<file path="src/rtl/mult_div_unit.sv">
// Iterative multiply/divide unit with architectural HI/LO registers.
// Shift-add multiply and restoring divide, one bit per cycle, then a sign-fix cycle.
module mult_div_unit #(
  parameter int WIDTH = 32
) (
  input  logic             clk,
  input  logic             reset,
  input  logic             start,
  input  logic             op_mult,
  input  logic             op_multu,
  input  logic             op_div,
  input  logic             op_divu,
  input  logic             op_mthi,
  input  logic             op_mtlo,
  input  logic [WIDTH-1:0] rs_data,
  input  logic [WIDTH-1:0] rt_data,
  output logic             busy,
  output logic             done,
  output logic [WIDTH-1:0] hi,
  output logic [WIDTH-1:0] lo
);

  localparam int CW = $clog2(WIDTH);

  typedef enum logic [1:0] {IDLE, RUN, FIX} state_e;

  state_e               state_q, state_d;
  logic [CW-1:0]        cnt_q, cnt_d;
  logic [2*WIDTH-1:0]   acc_q, acc_d;
  logic [WIDTH-1:0]     rem_q, rem_d;
  logic [WIDTH-1:0]     dvs_q, dvs_d;
  logic [WIDTH-1:0]     raw_rs_q, raw_rs_d;
  logic [WIDTH-1:0]     hi_q, hi_d;
  logic [WIDTH-1:0]     lo_q, lo_d;
  logic                 is_div_q, is_div_d;
  logic                 neg_res_q, neg_res_d;
  logic                 neg_rem_q, neg_rem_d;
  logic                 div_zero_q, div_zero_d;
  logic                 done_q, done_d;

  logic                 sel_mult, sel_multu, sel_div, sel_divu, sel_mthi, sel_mtlo;
  logic                 sel_signed, sel_iter;
  logic [WIDTH-1:0]     rs_abs, rt_abs;
  logic [WIDTH:0]       mul_sum, div_shift, div_trial;
  logic                 div_ok;
  logic [2*WIDTH-1:0]   prod_fix;
  logic [WIDTH-1:0]     quo_fix, rem_fix;

  // Strobes should be one-hot; the cascade below resolves any overlap by priority.
  always_comb begin
    sel_mult  = op_mult;
    sel_multu = !op_mult && op_multu;
    sel_div   = !op_mult && !op_multu && op_div;
    sel_divu  = !op_mult && !op_multu && !op_div && op_divu;
    sel_mthi  = !op_mult && !op_multu && !op_div && !op_divu && op_mthi;
    sel_mtlo  = !op_mult && !op_multu && !op_div && !op_divu && !op_mthi && op_mtlo;
  end

  assign sel_signed = sel_mult || sel_div;
  assign sel_iter   = sel_mult || sel_multu || sel_div || sel_divu;
  assign rs_abs     = (sel_signed && rs_data[WIDTH-1]) ? -rs_data : rs_data;
  assign rt_abs     = (sel_signed && rt_data[WIDTH-1]) ? -rt_data : rt_data;

  // Multiply: the multiplier sits in acc low half and is consumed LSB first.
  assign mul_sum   = {1'b0, acc_q[2*WIDTH-1:WIDTH]} + (acc_q[0] ? {1'b0, dvs_q} : '0);
  // Divide: the dividend sits in acc low half; quotient bits shift in from the right.
  assign div_shift = {rem_q, acc_q[WIDTH-1]};
  assign div_trial = div_shift - {1'b0, dvs_q};
  assign div_ok    = !div_trial[WIDTH];

  assign prod_fix = neg_res_q ? -acc_q : acc_q;
  assign quo_fix  = neg_res_q ? -acc_q[WIDTH-1:0] : acc_q[WIDTH-1:0];
  assign rem_fix  = neg_rem_q ? -rem_q : rem_q;

  // NOTE: every *_d gets its hold value first so no path through this block infers a latch.
  always_comb begin
    state_d    = state_q;
    cnt_d      = cnt_q;
    acc_d      = acc_q;
    rem_d      = rem_q;
    dvs_d      = dvs_q;
    raw_rs_d   = raw_rs_q;
    hi_d       = hi_q;
    lo_d       = lo_q;
    is_div_d   = is_div_q;
    neg_res_d  = neg_res_q;
    neg_rem_d  = neg_rem_q;
    div_zero_d = div_zero_q;
    done_d     = 1'b0;

    unique case (state_q)
      IDLE: begin
        if (start) begin
          if (sel_iter) begin
            state_d    = RUN;
            cnt_d      = CW'(WIDTH - 1);
            acc_d      = {{WIDTH{1'b0}}, rs_abs};
            rem_d      = '0;
            dvs_d      = rt_abs;
            raw_rs_d   = rs_data;
            is_div_d   = sel_div || sel_divu;
            neg_res_d  = sel_signed && (rs_data[WIDTH-1] ^ rt_data[WIDTH-1]);
            neg_rem_d  = sel_div && rs_data[WIDTH-1];
            div_zero_d = (rt_data == '0);
            // Multiply keeps multiplicand in dvs and multiplier in acc low half.
            if (!(sel_div || sel_divu)) begin
              acc_d = {{WIDTH{1'b0}}, rt_abs};
              dvs_d = rs_abs;
            end
          end else if (sel_mthi) begin
            hi_d = rs_data;
          end else if (sel_mtlo) begin
            lo_d = rs_data;
          end
        end
      end
      RUN: begin
        if (is_div_q) begin
          acc_d = {acc_q[2*WIDTH-1:WIDTH], acc_q[WIDTH-2:0], div_ok};
          rem_d = div_ok ? div_trial[WIDTH-1:0] : div_shift[WIDTH-1:0];
        end else begin
          acc_d = {mul_sum, acc_q[WIDTH-1:1]};
        end
        cnt_d = cnt_q - CW'(1);
        if (cnt_q == '0) state_d = FIX;
      end
      FIX: begin
        state_d = IDLE;
        done_d  = 1'b1;
        if (!is_div_q) begin
          {hi_d, lo_d} = prod_fix;
        end else if (div_zero_q) begin
          hi_d = raw_rs_q;
          lo_d = '1;
        end else begin
          hi_d = rem_fix;
          lo_d = quo_fix;
        end
      end
      default: state_d = IDLE;
    endcase
  end

  // NOTE: state registers use non-blocking assignments so all flops update from pre-edge values.
  always_ff @(posedge clk) begin
    if (reset) begin
      state_q    <= IDLE;
      cnt_q      <= '0;
      acc_q      <= '0;
      rem_q      <= '0;
      dvs_q      <= '0;
      raw_rs_q   <= '0;
      hi_q       <= '0;
      lo_q       <= '0;
      is_div_q   <= 1'b0;
      neg_res_q  <= 1'b0;
      neg_rem_q  <= 1'b0;
      div_zero_q <= 1'b0;
      done_q     <= 1'b0;
    end else begin
      state_q    <= state_d;
      cnt_q      <= cnt_d;
      acc_q      <= acc_d;
      rem_q      <= rem_d;
      dvs_q      <= dvs_d;
      raw_rs_q   <= raw_rs_d;
      hi_q       <= hi_d;
      lo_q       <= lo_d;
      is_div_q   <= is_div_d;
      neg_res_q  <= neg_res_d;
      neg_rem_q  <= neg_rem_d;
      div_zero_q <= div_zero_d;
      done_q     <= done_d;
    end
  end

  assign busy = (state_q != IDLE);
  assign done = done_q;
  assign hi   = hi_q;
  assign lo   = lo_q;

endmodule
</file>
<file path="config.mk">
export PLATFORM = sky130hd
export DESIGN_NAME = mult_div_unit
export DESIGN_NICKNAME = d
export VERILOG_FILES = /design/src/rtl/mult_div_unit.sv
export SDC_FILE = /design/constraint.sdc
export NUM_CORES = 1
export LEC_CHECK = 0
export ABC_AREA = 0
export CORE_ASPECT_RATIO = 1.1
export CORE_MARGIN = 4
export CORE_UTILIZATION = 40
export CTS_CLUSTER_DIAMETER = 100
export DETAILED_ROUTE_END_ITERATION = 7
export HOLD_SLACK_MARGIN = 0.12
export REMOVE_ABC_BUFFERS = 1
export SLEW_MARGIN = 20
export SYNTH_ARGS = -nofsm -noshare
export SYNTH_HDL_FRONTEND = slang
export SYNTH_SLANG_ARGS = --single-unit
</file>
<file path="constraint.sdc">
create_clock -name clk -period 3.9 [get_ports clk]
set_input_delay 0.78 -clock clk [delete_from_list [all_inputs] [get_ports clk]]
set_output_delay 0.78 -clock clk [all_outputs]
set_load 0.005 [all_outputs]
</file>
==> results.toml, run 1 <==
[sta]
finalCritPeriodShare_pct = 91.79
slew_headroom_pct = 35.01
finClkSkew_ps = 12.85
max_freq_ghz = 0.2794
hold_viol = 0
tightest_slew_ps = 972.6
slew_violations = 0
rsz0062_at_grt = "no"
setup_viol = 0
fin_crit_ps = 3580

[placement]
place.gp.congestion = 0.9590
portBuffers = 138
hpwl_um = 48590
dp_cells = 3028

[cts]
clock_path_buffers = 3
cts_sinks = 236
cts_tree = "yes"
holdBufCountCts = 0
clock_tree.root_cell = "clkbuf_16"
clk_pin_slew_ps = 60
clock_latency_ps = 580
h-tree-depth = 1
cts_buffers = 28

[grt]
grt_pass1_wl_um = 100900
track_usage_pct = 26.04
grt_overflow = 0
grt_start_max_net_pins = 74
grt_pass1_vias = 17180
antenna_found_initial = 0

[drt]
post_drt_via_cell_ratio = 5.908
drc = 0
avgRoutedWirePerCell_um = 21.09
vias = 18170
firstDrtPassIters = 5
drt_wl_total_um = 64860
drt_iter0_drc = 1718
ant_nets = 0

[floorplan]
chipWidth_um = 207.7
rows = 80
dieArea_um2 = 47300
start_util_pct = 40.50
num_io_pins = 139
fp.dieH_um = 227.7
core_area_um2 = 43340

[yosys]
postSynthAreaPerCell_um2 = 7.375
synth-seq-area-share_pct = 26.92
synthTopCellsByArea = "dfxtp_1 (27%), nand2_1 (8.3%), mux2i_1 (6.2%)"
yosys_warnings = 0
synthFlopType = "dfxtp_1"
synth_top_cell_area_share_pct = 26.92
synth_area_um2 = 17550
synth.distinct_cells = 74
async_flop_share_pct = 0
synth_area_leader_cell = "dfxtp_1"
synthesis.instances = 2380
synth_edf_count = 0
synth_seq_cells = 236

[critical_path]
rr_startpoint = "dvs_q[14]"
rrSetupSlack_ps = 320
cp_max_fo = 9
required_ps = 4340
critPathCaptureType = "register"
critPathKind = "reg2reg"
reg2reg_depth = 11
start_kind = "register"
cp.arrival_ps = 4020
r2r_end = "rem_q[31]"

[power]
leakagePower_nw = 7.858
fin_total_pwr_mw = 7.279
ir_worst_vdd_uv = 307.2
p_per_area_nw_per_um2 = 348.8

[cells_and_area]
final_cells = 3076
register_area_um2 = 4727
nNetsFinal = 2629
area_growth_pct = 18.91
multiInputGateArea_um2 = 12010
fillers = 4318
layout-drive-gt1-share_pct = 7.794
antennaDiodeCount = 0

[job]
max_cap_viol_count = 0

[worst_hold_path]
hp-start = "dvs_q[13]"
holdCritPathClass = "reg2reg"
worstHoldEndpoint = "dvs_q[13]"
whs_path_depth = 2

[outcome]
status = "finished clean"
## flip-flops by register name, summed over array words and instances (netlist names)
signal,cells
lo,32
dvs_q,32
done,1
cnt_q,5
raw_rs_q,32
neg_rem_q,1
div_zero_q,1
hi,32
rem_q,32
neg_res_q,1
is_div_q,1
acc_q,64
state_q,2
## repair_timing
item,in CTS,in global routing
setup buffers,0,0
endpoints found under the setup margin,0,1
gates resized for setup,0,2
## logic make-up (layout without fill, tap and decap cells)
| kind of cell | count (synthesis) | count (layout) | synth area share, % |
|---|---|---|---|
| simple gates | 841 | 841 | 21.67 |
| compound gates | 680 | 680 | 24.48 |
| buf+inv | 237 | 359 | 5.104 |
| flops | 236 | 236 | 26.92 |
| xor+xnor | 196 | 196 | 9.823 |
| mux | 118 | 118 | 6.793 |
| fa+ha+maj | 72 | 72 | 5.218 |
## Yosys cell counts, drive strengths merged (6+ instances only)
cell and number:
or4 21, nand2 390, o21ai 164, a31oi 48, xnor2 107, a221o 6, o21a 14, o21bai 10
a311oi 22, nor2b 20, buf 19, nand4 14, dfxtp 236, or2 8, a21o 23, mux2 9
nor2 179, and3 11, xor2 89, o31a 8, inv 70, nor4 21, a211oi 16, ha 70
and2 8, nor3 66, nand2b 15, clkbuf 148, a41oi 6, a21oi 208, o31ai 35, a221oi 31
nand3 53, o211ai 30, o41ai 20, mux2i 109, or3 21
## worst max-delay path, cell delays in order (launching register included)
cell and delay, ps:
dfxtp_1 330, inv_1 130, ha_1 480, a21oi_1 110, o21ai_0 490, nor2_1 100, a21oi_1 290, nand4b_1 220
a311oi_1 450, mux2i_1 160, a2111oi_2 500, o221ai_1 160
## report_power, final
group	leakage, nW	switching, mW	internal [mW]
logic	5.47	1.09	0.722
clock network	0.462	1.11	1.63
registers	1.92	0.167	2.56
## how the worst max path moves through the flow
stage	from	endpoint	cells after the start	slack, ps
5_1_grt	rem_q[0]	rem_q[6]	12	90
4_1_cts	dvs_q[14]	rem_q[31]	11	20
3_3_place_gp	rt_data[9]	acc_q[31]	11	-20
6_report	dvs_q[14]	rem_q[31]	11	320
3_5_place_dp	rt_data[9]	acc_q[31]	11	-20
2_1_floorplan	op_div	rem_q[0]	4	-1200
## per-stage QoR
stage / utilization, % / setup slack (ps) / cell area [um^2] / setup TNS, ps / hold slack [ps]
2_1_floorplan: - / -1202 / 16920 / -82460 / 425.2
3_3_place_gp: 45.99 / -15.56 / 19930 / -15.56 / 440.3
3_5_place_dp: 45.99 / -17.23 / 19930 / -17.23 / 446.1
4_1_cts: 48.14 / 19.15 / 20870 / 0 / 452.9
5_1_grt: 48.16 / 90.12 / 20870 / 0 / 467.8
6_report: 48.16 / 320.4 / 20870 / 0 / 451.9
## per-layer routing
layer / global-route usage (%) / up-vias / wire (um)
met5: 0 / - / 0
met4: 8.397 / 0 / 2242
met3: 2.748 / 118 / 4584
met2: 42.37 / 720 / 29320
met1: 36.38 / 8608 / 28710
li1: - / 8726 / -
## cell usage in the layout, fill, tap and decap left out, types with 8 or more instances in the layout
cell type	netlist	routed
nand2_1	390	390
dfxtp_1	236	234
a21oi_1	208	206
nor2_1	179	178
o21ai_0	159	159
clkdlybuf4s50_1	0	137
mux2i_1	109	109
xnor2_1	106	106
buf_4	0	98
xor2_1	89	89
inv_1	70	70
ha_1	70	70
nor3_1	66	64
nand3_1	52	51
a31oi_1	48	48
o31ai_1	34	34
a221oi_1	31	31
o211ai_1	30	30
clkbuf_16	0	29
a21o_1	23	23
a311oi_1	22	22
nor2b_1	20	20
or4_1	19	19
nor4_1	19	19
o41ai_1	19	19
or3_1	17	17
a211oi_1	16	16
o21a_1	14	14
nand4_1	14	14
nand2b_1	15	13
and3_1	11	11
o21bai_1	10	10
mux2_2	9	9
and2_1	7	8
o31a_1	8	8
clkbuf_8	0	8
## cell type report
cell class,count,share of cell area [%]
Clock inverter,5,0.3597
Inverter,70,1.259
Sequential cell,236,22.65
Multi-Input combinational cell,1907,57.55
Clock buffer,43,4.112
Tap cell,574,3.441
Timing Repair Buffer,241,10.63
(Power assumes the default switching activity.)
==> run 2: changes to the inputs <==
--- a/config.mk
+++ b/config.mk
@@ -5,13 +5,14 @@
 export SDC_FILE = /design/constraint.sdc
 export NUM_CORES = 1
 export LEC_CHECK = 0
-export ABC_AREA = 0
 export CORE_ASPECT_RATIO = 1.1
 export CORE_MARGIN = 4
 export CORE_UTILIZATION = 40
 export CTS_CLUSTER_DIAMETER = 100
 export DETAILED_ROUTE_END_ITERATION = 7
 export HOLD_SLACK_MARGIN = 0.12
+export MAX_ROUTING_LAYER = met4
+export PLACE_DENSITY_LB_ADDON = 0.25
 export REMOVE_ABC_BUFFERS = 1
 export SLEW_MARGIN = 20
 export SYNTH_ARGS = -nofsm -noshare
==> results.toml, run 2 (synthesis gave the netlist of run 1 again) <==
[drt]
drt_wl_total_um = 64880
drt_iter0_drc = 1867
firstDrtPassIters = 6
drc = 0
ant_nets = 0
avgRoutedWirePerCell_um = 21.07
vias = 18390
met3WireLength_um = 4301
post_drt_via_cell_ratio = 5.972
met2_length_um = 29710
top_layer = "met4"
wl_met1_um = 28550

[cells_and_area]
layout_common_cells = "nand2_1 (390), dfxtp_1 (234), a21oi_1 (206), nor2_1 (178), o21ai_0 (159)"
nNetsFinal = 2628
fillers = 4297
final_cells = 3079
area_growth_pct = 19.00
largest_reg_flops = 64
antennaDiodeCount = 0
top_register = "acc_q"
layout-drive-gt1-share_pct = 7.944
final_common_cell = "nand2_1"

[power]
leakagePower_nw = 7.858
ir_worst_vdd_uv = 271.9
fin_total_pwr_mw = 7.401
p_per_area_nw_per_um2 = 354.3

[floorplan]
dieArea_um2 = 47300
core_area_um2 = 43340
fp.dieH_um = 227.7
rows = 80
chipWidth_um = 207.7
num_io_pins = 139
start_util_pct = 40.50

[sta]
tightest_slew_ps = 1080
setup_tns_ps = 0
setup_viol = 0
slew_violations = 0
hold_slack_ps = 449.2
finClkSkew_ps = 27.97
rsz0062_at_grt = "no"
finalCritPeriodShare_pct = 92.98
hold_viol = 0
slew_headroom_pct = 27.82
max_freq_ghz = 0.2758
fin_crit_ps = 3626

[cts]
ctsResizeCount = 0
cts_sinks = 236
clock_latency_ps = 580
cts_tree = "yes"
post-cts-setup-buffers = 0
clock_tree.root_cell = "clkbuf_16"
clock_path_buffers = 3
h-tree-depth = 1
holdBufCountCts = 0
cts_buffers = 29
clk_pin_slew_ps = 70

[placement]
portBuffers = 138
hpwl_um = 47880
place.gp.congestion = 0.9681
dp_cells = 3026

[critical_path]
cp.arrival_ps = 4100
reg2reg_depth = 9
cp_max_fo = 8
rr_startpoint = "acc_q[16]"
r2r_end = "hi[28]"
critical_path.startpoint = "acc_q[16]"
critPathKind = "reg2reg"
critPathCaptureType = "register"
rrSetupSlack_ps = 270
start_kind = "register"
required_ps = 4370

[worst_hold_path]
hp-start = "dvs_q[17]"
whs_path_depth = 2
worstHoldEndpoint = "dvs_q[17]"
holdCritPathClass = "reg2reg"

[grt]
track_usage_pct = 26.58
grt_pass1_wl_um = 100300
grt_start_max_net_pins = 76
grt_overflow = 0
antenna_found_initial = 0
grt_pass1_vias = 17250

[outcome]
status = "finished clean"

[job]
max_cap_viol_count = 0
==> run 2: where the power goes <==
group	internal (mW)	total [mW]	leakage (nW)	switching, mW
clock network	1.66	2.86	0.476	1.20
registers	2.56	2.73	1.92	0.165
logic	0.724	1.81	5.46	1.09
==> run 2: critical path, stage by stage (launching register included) <==
cell      delay [ps]
dfxtp_1          320
or4_4            570
nor4_1           440
nand4b_1         390
nor3_1           550
nand3_1          430
o21ai_0          340
xor2_1           200
mux2i_1           90
a21o_1           200
==> run 2: how the worst max path moves through the flow <==
stage / depth (start not counted) / endpoint / slack, ps
final: 9 / hi[28] / 270
after global routing: 10 / hi[18] / 90
after CTS: 13 / rem_q[15] / 300
after detailed placement: 10 / acc_q[30] / -50
after global placement: 10 / acc_q[30] / -50
after floorplan: 4 / rem_q[0] / -1200
==> run 2: final cells by class <==
cell class / instances / area [um^2] / area share, %
multi-input cells: 1907 / 12010 / 57.48
flip-flops and latches: 236 / 4727 / 22.63
repair buffers: 239 / 2191 / 10.49
clock buffers: 34 / 754.5 / 3.612
well taps: 574 / 718.2 / 3.438
inverters: 70 / 262.8 / 1.258
clock inverters: 19 / 229.0 / 1.096
==> run 2: through the flow <==
step                instance area (um^2)  utilization [%]  setup WS (ps)
floorplan                          16920                -          -1202
global placement                   19910            45.93         -50.44
detailed placement                 19910            45.93         -46.98
CTS                                20890            48.20          296.3
global route                       20890            48.20          87.32
finish                             20890            48.20          273.9
==> run 2: layer usage <==
| metal | global-route usage [%] | vias up |
|---|---|---|
| li1 | - | 8741 |
| met1 | 35.88 | 8789 |
| met2 | 42.34 | 725 |
| met3 | 2.240 | 132 |
| met4 | 8.848 | 0 |
| met5 | - | - |
==> run 3: changes to the inputs <==
--- a/config.mk
+++ b/config.mk
@@ -14,7 +14,6 @@
 export MAX_ROUTING_LAYER = met4
 export PLACE_DENSITY_LB_ADDON = 0.25
 export REMOVE_ABC_BUFFERS = 1
-export SLEW_MARGIN = 20
 export SYNTH_ARGS = -nofsm -noshare
 export SYNTH_HDL_FRONTEND = slang
 export SYNTH_SLANG_ARGS = --single-unit
==> results of run 3 <==
Final layout, timing and power as in run 2 (identical DEF).
